[src/rtl/mmio_bridge.sv]
// mmio_bridge: memory-mapped I/O bridge between the datapath memory port and
// block RAM port A.
//   - Addresses below IO_BASE pass straight through to the RAM.
//   - IO_BASE+0 LED (rw), +1 SW (ro, 2-flop synchronized),
//     +2 TIMER (rw, prescaled up-counter), +3 TX FIFO push / status read.
//   - Read data is registered one cycle, which matches the RAM's registered read.
// Ports:
//   clk, rst (sync, active-low)
//   cpu_addr/cpu_wdata/cpu_we in, cpu_rdata out      datapath side
//   mem_addr/mem_wdata/mem_we out, mem_q in           RAM port A side
//   sw in, led out                                    board I/O
//   tx_data/tx_valid out, tx_ready in                 FIFO consumer side
module mmio_bridge #(
    parameter logic [15:0] IO_BASE    = 16'hFF00,
    parameter int          FIFO_DEPTH = 4,
    parameter int          TIMER_DIV  = 50000
) (
    input  logic        clk,
    input  logic        rst,
    input  logic [15:0] cpu_addr,
    input  logic [15:0] cpu_wdata,
    input  logic        cpu_we,
    output logic [15:0] cpu_rdata,
    output logic [15:0] mem_addr,
    output logic [15:0] mem_wdata,
    output logic        mem_we,
    input  logic [15:0] mem_q,
    input  logic [9:0]  sw,
    output logic [9:0]  led,
    output logic [15:0] tx_data,
    output logic        tx_valid,
    input  logic        tx_ready
);

    localparam int PTR_W = $clog2(FIFO_DEPTH);
    localparam int CNT_W = PTR_W + 1;
    localparam int PRE_W = (TIMER_DIV > 1) ? $clog2(TIMER_DIV) : 1;
    localparam logic [CNT_W-1:0] DEPTH_C = CNT_W'(FIFO_DEPTH);
    localparam logic [PRE_W-1:0] PRE_TC  = PRE_W'(TIMER_DIV - 1);

    logic [9:0]       led_q, led_d;
    logic [9:0]       sw_meta_q, sw_sync_q;
    logic [15:0]      timer_q, timer_d;
    logic [PRE_W-1:0] pre_q, pre_d;
    logic [PTR_W-1:0] wr_ptr_q, wr_ptr_d, rd_ptr_q, rd_ptr_d;
    logic [CNT_W-1:0] count_q, count_d;
    logic             ovf_q, ovf_d;
    logic             sel_io_q;
    logic [15:0]      io_rd_q, io_rd_d;
    logic [15:0]      fifo_q [FIFO_DEPTH];

    logic        is_io;
    logic [15:0] off;
    logic        sel_led, sel_timer, sel_tx;
    logic        empty, full, pop, push_req, push_ok, status_rd, tc;

    assign is_io     = cpu_addr >= IO_BASE;
    assign off       = cpu_addr - IO_BASE;
    assign sel_led   = is_io && (off == 16'd0);
    assign sel_timer = is_io && (off == 16'd2);
    assign sel_tx    = is_io && (off == 16'd3);

    assign mem_addr  = cpu_addr;
    assign mem_wdata = cpu_wdata;
    assign mem_we    = cpu_we && !is_io;

    assign empty     = (count_q == '0);
    assign full      = (count_q == DEPTH_C);
    assign pop       = !empty && tx_ready;
    assign push_req  = cpu_we && sel_tx;
    // A pop frees the slot the push lands in, so a full FIFO still accepts.
    assign push_ok   = push_req && (!full || pop) && rst;
    assign status_rd = sel_tx && !cpu_we;
    assign tc        = (pre_q == PRE_TC);

    assign led       = led_q;
    assign tx_valid  = !empty;
    assign tx_data   = empty ? 16'h0000 : fifo_q[rd_ptr_q];
    assign cpu_rdata = sel_io_q ? io_rd_q : mem_q;

    always_comb begin
        led_d    = led_q;
        timer_d  = timer_q;
        pre_d    = pre_q;
        wr_ptr_d = wr_ptr_q;
        rd_ptr_d = rd_ptr_q;
        count_d  = count_q;
        ovf_d    = ovf_q;
        io_rd_d  = 16'h0000;

        if (cpu_we && sel_led) begin
            led_d = cpu_wdata[9:0];
        end

        // A software write beats a coincident prescaler terminal count.
        if (cpu_we && sel_timer) begin
            timer_d = cpu_wdata;
            pre_d   = '0;
        end else if (tc) begin
            timer_d = timer_q + 16'd1;
            pre_d   = '0;
        end else begin
            pre_d = pre_q + PRE_W'(1);
        end

        if (push_ok) wr_ptr_d = wr_ptr_q + PTR_W'(1);
        if (pop)     rd_ptr_d = rd_ptr_q + PTR_W'(1);
        if (push_ok && !pop) begin
            count_d = count_q + CNT_W'(1);
        end else if (pop && !push_ok) begin
            count_d = count_q - CNT_W'(1);
        end

        if (push_req && !push_ok) begin
            ovf_d = 1'b1;
        end else if (status_rd) begin
            ovf_d = 1'b0;
        end

        if (is_io) begin
            case (off)
                16'd0:   io_rd_d = {6'b0, led_q};
                16'd1:   io_rd_d = {6'b0, sw_sync_q};
                16'd2:   io_rd_d = timer_q;
                16'd3:   io_rd_d = {13'b0, ovf_q, full, empty};
                default: io_rd_d = 16'h0000;
            endcase
        end
    end

    always_ff @(posedge clk) begin
        if (!rst) begin
            led_q     <= '0;
            sw_meta_q <= '0;
            sw_sync_q <= '0;
            timer_q   <= '0;
            pre_q     <= '0;
            wr_ptr_q  <= '0;
            rd_ptr_q  <= '0;
            count_q   <= '0;
            ovf_q     <= 1'b0;
            // Parked on an unmapped I/O offset so cpu_rdata reads 0.
            sel_io_q  <= 1'b1;
            io_rd_q   <= 16'h0000;
        end else begin
            led_q     <= led_d;
            sw_meta_q <= sw;
            sw_sync_q <= sw_meta_q;
            timer_q   <= timer_d;
            pre_q     <= pre_d;
            wr_ptr_q  <= wr_ptr_d;
            rd_ptr_q  <= rd_ptr_d;
            count_q   <= count_d;
            ovf_q     <= ovf_d;
            sel_io_q  <= is_io;
            io_rd_q   <= io_rd_d;
        end
    end

    // Storage needs no reset: tx_data is masked while the FIFO is empty.
    always_ff @(posedge clk) begin
        if (push_ok) begin
            fifo_q[wr_ptr_q] <= cpu_wdata;
        end
    end

endmodule

[config.mk]
export PLATFORM = sky130hd
export DESIGN_NAME = mmio_bridge
export DESIGN_NICKNAME = d
export VERILOG_FILES = /design/src/rtl/mmio_bridge.sv
export SDC_FILE = /design/constraint.sdc
export NUM_CORES = 1
export LEC_CHECK = 0
export BUFFER_PORTS_ARGS = -buffer_cell sky130_fd_sc_hd__buf_2
export CORE_ASPECT_RATIO = 1.4
export CORE_UTILIZATION = 50
export DETAILED_ROUTE_END_ITERATION = 12
export HOLD_SLACK_MARGIN = 0.03
export PLACE_DENSITY = 0.84
export SYNTH_ARGS = -nofsm -noshare
export SYNTH_HDL_FRONTEND = slang
export SYNTH_SLANG_ARGS = --single-unit
[constraint.sdc]
create_clock -name clk -period 3.31 [get_ports clk]
set_input_delay 0.662 -clock clk [delete_from_list [all_inputs] [get_ports clk]]
set_output_delay 0.662 -clock clk [all_outputs]
set_load 0.1 [all_outputs]
==> summary.log, run 1 <==
INFO  status         run_status=finished, final reports clean
INFO  timing         grt_setup_unrepaired=false
INFO  final_layout   most_common_cell_after_layout_fill_and_taps_aside=buf_2
INFO  cts            clock_sink_count=153
INFO  timing         fin_ws=0.313ns
INFO  placed_design  place.gp.congestion=0.910
INFO  timing         worst_slew_margin_rel=0.442
INFO  timing         final_min_period_over_clock_period=0.905
INFO  yosys          synth_cell_types=48
INFO  cts            cts-resized-gates=0
INFO  grt            grt_usage=0.236
INFO  yosys          ys_ff_latch=153
INFO  grt            global_route_wire_length_before_repair=25300µm
INFO  yosys          async_s_r_ff_share_synth=0
INFO  yosys          synth_xor_xnor_area_share=0.0220
INFO  yosys          synth.yosys.warnings=0
INFO  worst_setup_path cp_max_fo=2
INFO  placed_design  dp_hpwl=10900µm
INFO  run            maxCapViolCount=0
INFO  floorplanning  standard_cell_rows=49
INFO  cts            tritoncts.num_buffers=17
INFO  grt            grt_pass1_vias=5069
INFO  final_layout   area_used_by_multi_input_combinational_logic=2620µm²
INFO  final_layout   synthToLayoutAreaGrowth=17.5%
INFO  cts            ctsLongestPathBuffers=2
INFO  worst_setup_path reg2reg_depth=9
INFO  yosys          seq_area_frac_synth=0.548
INFO  final_layout   ff_latch_area=3700µm²
INFO  detailed_routing mean_number_of_vias_per_cell=5.83
INFO  floorplanning  coreArea=13000µm²
INFO  detailed_routing initialDrtViolationCount=555
INFO  final_layout   most-common-layout-cells=137 x buf_2, 89 x dfxtp_1, 64 x edfxtp_1, 40 x and2_1, 38 x nor2_1
INFO  cts            ctsRootBufferMaster=clkbuf_16
INFO  detailed_routing drt_pre_antenna_iters=5
INFO  worst_setup_path cp_data_arrival_time=3.34ns
INFO  worst_setup_path worst_ep_required_time=3.65ns
INFO  detailed_routing wire_length_reported_by_the_detailed_router=15800µm
INFO  detailed_routing routed_wire_per_std_cell=18.3µm
INFO  placed_design  dp_slack=-0.0772ns
INFO  final_layout   finalInstanceArea=7940µm²
INFO  placed_design  placement.io_buffers=137
INFO  hold_path      worstHoldPathType=reg2reg
INFO  yosys          synth_fp_nets=641
INFO  yosys          post_synth_fa_ha_maj_area_fraction=0.0159
INFO  power_and_ir_drop total_leakage_power=0.00307µW
INFO  yosys          synth.mux.area_fraction=0.103
INFO  final_layout   antenna-diode-count=0
INFO  grt            number_of_antenna_violations_at_the_first_check_in_global_routing=0
INFO  detailed_routing detail-route-antenna-nets=0
INFO  floorplanning  die_w=100µm
INFO  cts            htreeDepth=4
INFO  timing         setup-violations-final=0
INFO  timing         worst-slew-pin-transition=0.835ns
INFO  cts            reg_clk_slew_reported_paths=0.06ns
INFO  worst_setup_path timing.setup.critical_path_class=in2reg
INFO  timing         final_hold_viol_count=0
INFO  timing         maxClockFrequency=334MHz
INFO  cts            post-cts-setup-buffer-count=0
INFO  power_and_ir_drop max-vdd-ir-drop=0.347mV
INFO  power_and_ir_drop power_density=638nW/µm²
INFO  placed_design  dpl.cell_count=833
INFO  yosys          synth_top_family_by_area=simple AND/OR/NAND/NOR gates
INFO  yosys          synthFlopType=dfxtp_1
INFO  floorplanning  num_io_pins=138
INFO  cts            ctsHoldBuffers=0
INFO  hold_path      worstHoldPathCells=1
INFO  yosys          syn_inst=571
INFO  yosys          postSynthAreaPerCell=11.8µm²
INFO  floorplanning  initial_core_util=0.520
INFO  final_layout   drive_above_1_share=0.338
INFO  yosys          mappedNetlistArea=6760µm²
INFO  yosys          compound_gate_portion_of_the_synthesized_area=0.0864
INFO  cts            worst_skew_pair.late_latency=0.41ns
INFO  timing         final.min_clock_period=3.00ns
INFO  yosys          synthSimpleGateAreaFrac=0.160
INFO  worst_setup_path worst_setup_path_start_kind=input pin
INFO  final_layout   filler_cell_count=1020
INFO  worst_setup_path critical_path.endpoint_type=register
INFO  detailed_routing num_vias=5046
INFO  timing         maxSlewViolCount=0
INFO  timing         skew=0.00559ns
INFO  grt            globalRoute.totalOverflow=0
INFO  yosys          synth-edff-count=64
INFO  floorplanning  fp.dieH=140µm
INFO  placed_design  dpl_cell_area=7400µm²
INFO  floorplanning  die-area=14000µm²
INFO  final_layout   final_net_count=744
INFO  timing         setup_total_negative_slack=0ns
INFO  cts            clock_tree_from_tritoncts=built
INFO  detailed_routing drcViolationCount=0
INFO  grt            maximum_number_of_pins_on_one_net_before_global_route_repair=45
INFO  final_layout   final_cells=865
[synth_stat cells (2+ instances only)]
library cell	count	area share
dfxtp_1	89	0.26
edfxtp_1	64	0.28
and2_1	40	0.037
nor2_1	38	0.021
buf_4	32	0.036
clkbuf_1	29	0.016
a21oi_1	23	0.017
nand4_1	23	0.021
mux4_2	19	0.063
o31ai_1	19	0.021
o41ai_1	17	0.022
mux2_2	16	0.027
xor2_1	16	0.021
and3_1	15	0.014
a31oi_1	14	0.013
nand3_1	12	0.0089
nand2_1	11	0.0061
or3_1	10	0.0093
inv_1	9	0.0050
mux2i_1	9	0.013
o21ai_0	9	0.0067
ha_1	7	0.013
or4_1	7	0.0078
buf_2	6	0.0044
and4_1	4	0.0052
buf_1	3	0.0017
or4b_2	3	0.0044
nand2b_1	2	0.0019
nand3b_1	2	0.0022
nor3_1	2	0.0015
nor3b_1	2	0.0022
nor4b_1	2	0.0026
or2_2	2	0.0019
[layout make-up]
cell class / count / share of cell area
Timing Repair Buffer: 155 / 0.103
Sequential cell: 153 / 0.466
Clock inverter: 9 / 0.00866
Tap cell: 178 / 0.0280
Multi-Input combinational cell: 338 / 0.330
Inverter: 9 / 0.00425
Clock buffer: 23 / 0.0592
[registers in the layout (all words and copies together) (netlist names), 2 cells and up, named ones only]
register / flops
count_q: 3
fifo_q: 64
io_rd_q: 16
led: 10
pre_q: 16
rd_ptr_q: 2
sw_meta_q: 10
sw_sync_q: 10
timer_q: 16
wr_ptr_q: 2
[cells by family after synthesis]
kind of cell | Yosys count
xor+xnor | 17
mux | 44
compound gates | 85
simple gates | 184
flops | 153
buf+inv | 80
fa+ha+maj | 8
[report_power, final]
part	internal [µW]	switching (µW)
Sequential	1990	31.0
Clock	1010	739
Combinational	260	1030
[metal layers]
metal / share of wire / GRT usage
met5: 0 / 0
met4: 0.040 / 0.130
met3: 0.062 / 0.0537
met2: 0.52 / 0.404
met1: 0.38 / 0.268
[stage by stage]
step	utilization	total power (µW)	hold WS, ns
finish	0.611	5070	0.434
detailed placement	0.570	3360	0.421
global placement	0.570	3340	0.419
CTS	0.611	5090	0.439
global route	0.611	5220	0.445
floorplan	-	3170	0.412
[worst max-delay path: stages]
cell and delay [ns]:
buf_2 0.10, or4_4 0.52, or4_1 0.57, nor3_2 0.21
ha_1 0.20, inv_1 0.06, fa_1 0.37, xor2_1 0.16
or3_1 0.32, a21oi_1 0.17
[final timing paths]
kind                     start           end  slack [ns]
setup / recovery   cpu_addr[5]    count_q[2]        0.31
hold / removal    sw_meta_q[7]  sw_sync_q[7]        0.43
setup reg to reg    count_q[0]    count_q[2]        0.82
hold reg to reg   sw_meta_q[7]  sw_sync_q[7]        0.43
(Power assumes the default switching activity.)
==> run 2: changes to the inputs <==
BUFFER_PORTS_ARGS = not set   (was -buffer_cell sky130_fd_sc_hd__buf_2)
CORE_UTILIZATION = 57   (was 50)
DONT_BUFFER_PORTS = 1   (was not set)
PLACE_DENSITY = 0.82   (was 0.84)
==> summary.log, run 2 (synthesis results as in run 1) <==
INFO  hold_path      worstHoldPathType=in2reg
INFO  cts            ctsRootBufferMaster=clkbuf_16
INFO  timing         final.min_clock_period=2.91ns [-0.0866 ns]
INFO  power_and_ir_drop power_density=692nW/µm² [+8.5%]
INFO  cts            ctsLongestPathBuffers=2 [unchanged]
INFO  worst_setup_path critical_path.reg2reg.startpoint=count_q[0]
INFO  placed_design  dp_slack=-0.0286ns [+0.0485 ns]
INFO  cts            cts-resized-gates=0 [unchanged]
INFO  worst_setup_path critical_path.endpoint_type=register
INFO  hold_path      worstHoldPathCells=1 [unchanged]
INFO  cts            clock_tree_from_tritoncts=built
INFO  detailed_routing detail-route-antenna-nets=0 [unchanged]
INFO  floorplanning  coreArea=11500µm² [-12%]
INFO  timing         skew=0.00660ns [+0.00101 ns]
INFO  placed_design  dpl.cell_count=674 [-19%]
INFO  cts            worst_skew_pair.late_latency=0.42ns [about the same]
INFO  final_layout   final_net_count=619 [-17%]
INFO  cts            ctsHoldBuffers=0 [unchanged]
INFO  floorplanning  die-area=12300µm² [-12%]
INFO  timing         grt_setup_unrepaired=false
INFO  worst_setup_path timing.setup.critical_path_class=in2reg
INFO  worst_setup_path regToRegSetupSlack=0.81ns [about the same]
INFO  detailed_routing mean_number_of_vias_per_cell=6.46 [+11%]
INFO  cts            htreeDepth=4 [unchanged]
INFO  power_and_ir_drop total_power=5110µW [+0.80%]
INFO  hold_path      source_of_the_worst_hold_timing_path=rst
INFO  final_layout   final_cells=706 [-18%]
INFO  floorplanning  standard_cell_rows=46 [-6.1%]
INFO  timing         worst-slew-pin-transition=1.06ns [+0.225 ns]
INFO  grt            number_of_antenna_violations_at_the_first_check_in_global_routing=0 [unchanged]
INFO  worst_setup_path worst_setup_path_start_kind=input pin
INFO  detailed_routing routed_wire_per_std_cell=20.7µm [+13%]
INFO  final_layout   most_common_cell_after_layout_fill_and_taps_aside=dfxtp_1
INFO  worst_setup_path cp_max_fo=2 [unchanged]
INFO  timing         maxClockFrequency=344MHz [+3.0%]
INFO  hold_path      hold-path-endpoint=sel_io_q
INFO  final_layout   largest_register_ffs=64 [unchanged]
INFO  final_layout   most-common-layout-cells=89 x dfxtp_1, 64 x edfxtp_1, 40 x and2_1, 37 x nor2_1, 30 x buf_4
INFO  timing         fin_ws=0.400ns [+0.0866 ns]
INFO  worst_setup_path cpPeakStageDelay=0.56ns [about the same]
INFO  placed_design  dp_hpwl=9640µm [-12%]
INFO  final_layout   antenna-diode-count=0 [unchanged]
INFO  final_layout   synthToLayoutAreaGrowth=9.18%
INFO  status         run_status=finished, final reports clean
INFO  cts            reg_clk_slew_reported_paths=0.06ns [about the same]
INFO  detailed_routing drt_pre_antenna_iters=5 [unchanged]
INFO  detailed_routing wire_length_reported_by_the_detailed_router=14600µm [-7.4%]
INFO  power_and_ir_drop total_leakage_power=0.00258µW [-16%]
INFO  placed_design  place.gp.congestion=0.851 [-6.5%]
INFO  run            maxCapViolCount=0 [unchanged]
INFO  grt            global_route_wire_length_before_repair=22900µm [-9.7%]
INFO  worst_setup_path timing.critical_path.cells=or4_4, or4_1, nor3_2, ha_1, inv_1, fa_1, xor2_1, or3_1, a21oi_1
INFO  timing         worst_slew_margin_rel=0.293 [-0.150]
INFO  final_layout   register_name_with_the_most_flops=fifo_q
INFO  grt            globalRoute.totalOverflow=0 [unchanged]
INFO  grt            maximum_number_of_pins_on_one_net_before_global_route_repair=46 [+2.2%]
INFO  timing         final_min_period_over_clock_period=0.879 [-0.0262]
INFO  floorplanning  num_io_pins=138 [unchanged]
INFO  timing         setup-violations-final=0 [unchanged]
INFO  detailed_routing initialDrtViolationCount=483 [-13%]
INFO  final_layout   finalCoreUtilization=0.645 [+0.0334]
INFO  worst_setup_path reg2reg_depth=9 [unchanged]
INFO  final_layout   drive_above_1_share=0.194 [-0.144]
INFO  detailed_routing drcViolationCount=0 [unchanged]
INFO  floorplanning  fp.dieH=131µm [-6.3%]
INFO  timing         fin_hold_ws=0.320ns [-0.114 ns]
INFO  worst_setup_path worst_ep_required_time=3.65ns [about the same]
INFO  grt            grt_usage=0.251 [+0.0149]
INFO  placed_design  placement.io_buffers=0 [-100%]
INFO  timing         final_hold_viol_count=0 [unchanged]
INFO  cts            clock_sink_count=153 [unchanged]
INFO  cts            tritoncts.num_buffers=17 [unchanged]
INFO  grt            grt_pass1_vias=4480 [-12%]
INFO  timing         maxSlewViolCount=0 [unchanged]
INFO  cts            post-cts-setup-buffer-count=0 [unchanged]
INFO  floorplanning  initial_core_util=0.590 [+0.0701]
INFO  worst_setup_path timing.critical_path.slowest_stage_cell=or4_1
INFO  worst_setup_path crit-reg2reg-capture=count_q[2]
INFO  floorplanning  die_w=94.1µm [-6.2%]
INFO  power_and_ir_drop max-vdd-ir-drop=0.393mV [+13%]
INFO  worst_setup_path cp_data_arrival_time=3.25ns [-0.09 ns]
INFO  detailed_routing num_vias=4561 [-9.6%]
## run 2: final cells by class
| cell class | count | area [µm²] |
|---|---|---|
| clock buffers | 17 | 425 |
| clock inverters | 15 | 189 |
| repair buffers | 30 | 225 |
| inverters | 9 | 33.8 |
| well taps | 144 | 180 |
| multi-input cells | 338 | 2630 |
| fillers | 822 | 4070 |
| flip-flops and latches | 153 | 3700 |
## run 2: how the worst max path moves through the flow
stage,from,end
3_5_place_dp,cpu_addr[5],count_q[2]
6_report,cpu_addr[5],count_q[2]
5_1_grt,cpu_addr[5],count_q[2]
4_1_cts,cpu_addr[5],count_q[2]
3_3_place_gp,cpu_addr[5],count_q[2]
2_1_floorplan,cpu_addr[5],count_q[2]
## run 2: critical path: cells and delay by family
kind	cells	cell delay, ns
AOI/OAI and AO/OA	1	0.14
xor gates and xnor gates	1	0.16
adders and majority gates	2	0.60
buffers and inverters	1	0.07
and+or+nand+nor	4	1.62
## run 2: stage by stage
step | TNS, ns | cell area, µm²
floorplan | 0 | 6760
global placement | 0 | 6770
detailed placement | -0.0286 | 6770
CTS | 0 | 7380
global route | 0 | 7380
finish | 0 | 7380
## run 2: report_power, final
group | leakage (µW) | switching, µW | total, µW | internal (µW)
clock | 0.000296 | 804 | 2010 | 1200
combinational | 0.000984 | 820 | 1080 | 256
sequential | 0.00130 | 30.5 | 2030 | 1990
total | 0.00258 | 1650 | 5110 | 3450
## run 2: metal layers
metal | up-vias | share of wire | track usage
met2 | 236 | 0.50 | 0.417
met1 | 2210 | 0.39 | 0.289
li1 | 2065 | - | -
met4 | 0 | 0.038 | 0.138
met3 | 50 | 0.068 | 0.0747
met5 | - | 0 | 0
==> run 3: changes to the inputs <==
CORE_MARGIN = 2   (was not set)
==> summary.log, run 3 (synthesis results as in run 1) <==
INFO  status         run_status=finished, final reports clean
INFO  floorplanning  die_w=96.1µm [+2.1%]
INFO  worst_setup_path timing.setup.critical_path_class=in2reg
INFO  floorplanning  fp.dieH=133µm [+1.5%]
INFO  detailed_routing num_vias=4558 [-0.066%]
INFO  floorplanning  die-area=12800µm² [+3.7%]
INFO  hold_path      worstHoldPathCells=1 [unchanged]
INFO  detailed_routing routed_wire_per_std_cell=20.7µm [-0.33%]
INFO  cts            htreeDepth=4 [unchanged]
INFO  worst_setup_path worst_ep_required_time=3.65ns [about the same]
INFO  cts            ctsLongestPathBuffers=2 [unchanged]
INFO  timing         skew=0.00674ns [+0.000142 ns]
INFO  hold_path      source_of_the_worst_hold_timing_path=rst
INFO  power_and_ir_drop power.share.switching=0.333 [+0.00869]
INFO  cts            worst_skew_pair.late_latency=0.42ns [about the same]
INFO  cts            ctsRootBufferMaster=clkbuf_16
INFO  timing         worst-slew-pin-transition=1.07ns [+0.0126 ns]
INFO  detailed_routing drt_pre_antenna_iters=5 [unchanged]
INFO  power_and_ir_drop power_density=674nW/µm² [-2.6%]
INFO  hold_path      worstHoldPathType=in2reg
INFO  worst_setup_path critical_path.reg2reg.startpoint=count_q[0]
INFO  worst_setup_path timing.critical_path.cells=or4_4, or4_1, nor3_2, ha_1, inv_1, fa_1, xor2_1, or3_1, a21oi_1
INFO  timing         final_hold_viol_count=0 [unchanged]
INFO  cts            ctsHoldBuffers=0 [unchanged]
INFO  placed_design  dp_slack=-0.0289ns [-0.000296 ns]
INFO  final_layout   drive_above_1_share=0.191 [-0.00322]
INFO  grt            maximum_number_of_pins_on_one_net_before_global_route_repair=46 [unchanged]
INFO  timing         fin_ws=0.406ns [+0.00567 ns]
INFO  cts            tritoncts.num_buffers=17 [unchanged]
INFO  final_layout   most-common-layout-cells=89 x dfxtp_1, 64 x edfxtp_1, 40 x and2_1, 37 x nor2_1, 29 x buf_4
INFO  timing         final_min_period_over_clock_period=0.877 [-0.00171]
INFO  power_and_ir_drop reg_power_frac=0.410 [+0.014]
INFO  detailed_routing detail-route-antenna-nets=0 [unchanged]
INFO  detailed_routing wire_length_reported_by_the_detailed_router=14600µm [about the same]
INFO  final_layout   final_net_count=618 [-0.16%]
INFO  floorplanning  standard_cell_rows=47 [+2.2%]
INFO  final_layout   finalInstanceArea=7330µm² [-0.68%]
INFO  worst_setup_path critical_path.endpoint_type=register
INFO  timing         worst_slew_margin_rel=0.284 [-0.00839]
INFO  timing         final.min_clock_period=2.90ns [-0.00567 ns]
INFO  worst_setup_path reg2reg_depth=9 [unchanged]
INFO  grt            global_route_wire_length_before_repair=22700µm [-0.90%]
INFO  worst_setup_path regToRegSetupSlack=0.82ns [about the same]
INFO  power_and_ir_drop total_power=4940µW [-3.3%]
INFO  grt            globalRoute.totalOverflow=0 [unchanged]
INFO  cts            clock_sink_count=153 [unchanged]
INFO  timing         setup-violations-final=0 [unchanged]
INFO  timing         maxSlewViolCount=0 [unchanged]
INFO  power_and_ir_drop clockPowerShare=0.371 [-0.022]
INFO  worst_setup_path crit-reg2reg-capture=count_q[2]
INFO  grt            grt_usage=0.237 [-0.0140]
INFO  final_layout   filler_cell_count=866 [+5.4%]
INFO  worst_setup_path cp_data_arrival_time=3.25ns [about the same]
INFO  power_and_ir_drop power.combinational.fraction=0.219 [+0.008]
INFO  cts            clock_tree_from_tritoncts=built
INFO  run            maxCapViolCount=0 [unchanged]
INFO  final_layout   register_name_with_the_most_flops=fifo_q
INFO  final_layout   most_common_cell_after_layout_fill_and_taps_aside=dfxtp_1
INFO  final_layout   final_cells=709 [+0.42%]
INFO  detailed_routing mean_number_of_vias_per_cell=6.43 [-0.49%]
INFO  placed_design  dp_hpwl=9810µm [+1.8%]
INFO  floorplanning  coreArea=11700µm² [+2.2%]
INFO  power_and_ir_drop internal-power=3300µW [-4.5%]
INFO  grt            number_of_antenna_violations_at_the_first_check_in_global_routing=0 [unchanged]
INFO  detailed_routing drcViolationCount=0 [unchanged]
INFO  grt            grt_pass1_vias=4445 [-0.78%]
INFO  power_and_ir_drop max-vdd-ir-drop=0.393mV [+0.18%]
INFO  cts            cts-resized-gates=0 [unchanged]
INFO  final_layout   synthToLayoutAreaGrowth=8.44%
INFO  floorplanning  num_io_pins=138 [unchanged]
INFO  power_and_ir_drop total_switching_power=1640µW [-0.68%]
INFO  cts            reg_clk_slew_reported_paths=0.06ns [about the same]
INFO  placed_design  dpl.cell_count=676 [+0.30%]
INFO  detailed_routing initialDrtViolationCount=416 [-14%]
INFO  timing         maxClockFrequency=344MHz [+0.20%]
INFO  timing         grt_setup_unrepaired=false
INFO  worst_setup_path cp_max_fo=2 [unchanged]
INFO  placed_design  placement.io_buffers=0 [unchanged]
INFO  final_layout   largest_register_ffs=64 [unchanged]
INFO  final_layout   area_used_by_multi_input_combinational_logic=2630µm² [unchanged]
INFO  final_layout   ff_latch_area=3700µm² [unchanged]
INFO  placed_design  place.gp.congestion=0.904 [+6.2%]
INFO  cts            post-cts-setup-buffer-count=0 [unchanged]
INFO  worst_setup_path cpPeakStageDelay=0.56ns [about the same]
INFO  hold_path      hold-path-endpoint=sel_io_q
INFO  worst_setup_path worst_setup_path_start_kind=input pin
INFO  power_and_ir_drop total_leakage_power=0.00255µW [-0.95%]
INFO  worst_setup_path timing.critical_path.slowest_stage_cell=or4_1
INFO  floorplanning  initial_core_util=0.578 [-0.0126]
INFO  placed_design  dpl_cell_area=6760µm² [about the same]
==> run 3: changes by cell type in the layout (fill, tap and decap cells not counted) <==
| cell | delta |
|---|---|
| bufinv_16 | -2 |
| clkinv_4 | +2 |
| buf_4 | -1 |
| clkinv_1 | +1 |
| clkinvlp_4 | -1 |
| diode_2 | +1 |
| inv_6 | +1 |
| inv_8 | -1 |
==> run 3: how the worst max path moves through the flow <==
stage	depth (start not counted)	endpoint	startpoint	slack, ns
CTS	9	count_q[2]	cpu_addr[5]	0.41
global placement	9	count_q[2]	cpu_addr[5]	0.09
detailed placement	9	count_q[2]	cpu_addr[5]	-0.03
floorplan	10	count_q[2]	cpu_addr[5]	0.0002
finish	9	count_q[2]	cpu_addr[5]	0.41
global route	9	count_q[2]	cpu_addr[5]	0.27
==> run 3: metrics by stage <==
stage	utilization	hold WS, ns	TNS, ns
final	0.627	0.323	0
after global routing	0.626	0.312	0
after CTS	0.626	0.305	0
after detailed placement	0.578	0.418	-0.0289
after global placement	0.578	0.420	0
after floorplan	-	0.412	0
==> run 3: power by group through the flow <==
stage	Sequential [µW]	Clock [µW]	Combinational, µW
floorplan	2050	0	1110
global placement	2060	0	1070
detailed placement	2070	0	1080
CTS	2030	1860	1090
global route	2030	1920	1130
finish	2030	1830	1080
==> run 3: final cells by class <==
type,count,area share
Timing Repair Buffer,29,0.0297
Clock buffer,17,0.0580
Multi-Input combinational cell,338,0.358
Inverter,9,0.00461
Sequential cell,153,0.505
Tap cell,147,0.0251
Clock inverter,15,0.0191
Antenna cell,1,0.000341
==> run 3: critical path, delay by kind of cell <==
kind                     cells  cell delay (ns)
adder cells (fa/ha/maj)      2             0.59
buffers and inverters        1             0.06
AND/OR/NAND/NOR              4             1.59
XOR/XNOR                     1             0.16
AO/OA/AOI/OAI                1             0.17
==> run 3: per-layer routing <==
metal / wire (µm) / track usage
met1: 5460 / 0.261
met2: 7430 / 0.389
met3: 1170 / 0.0883
met4: 586 / 0.125
met5: 0 / 0
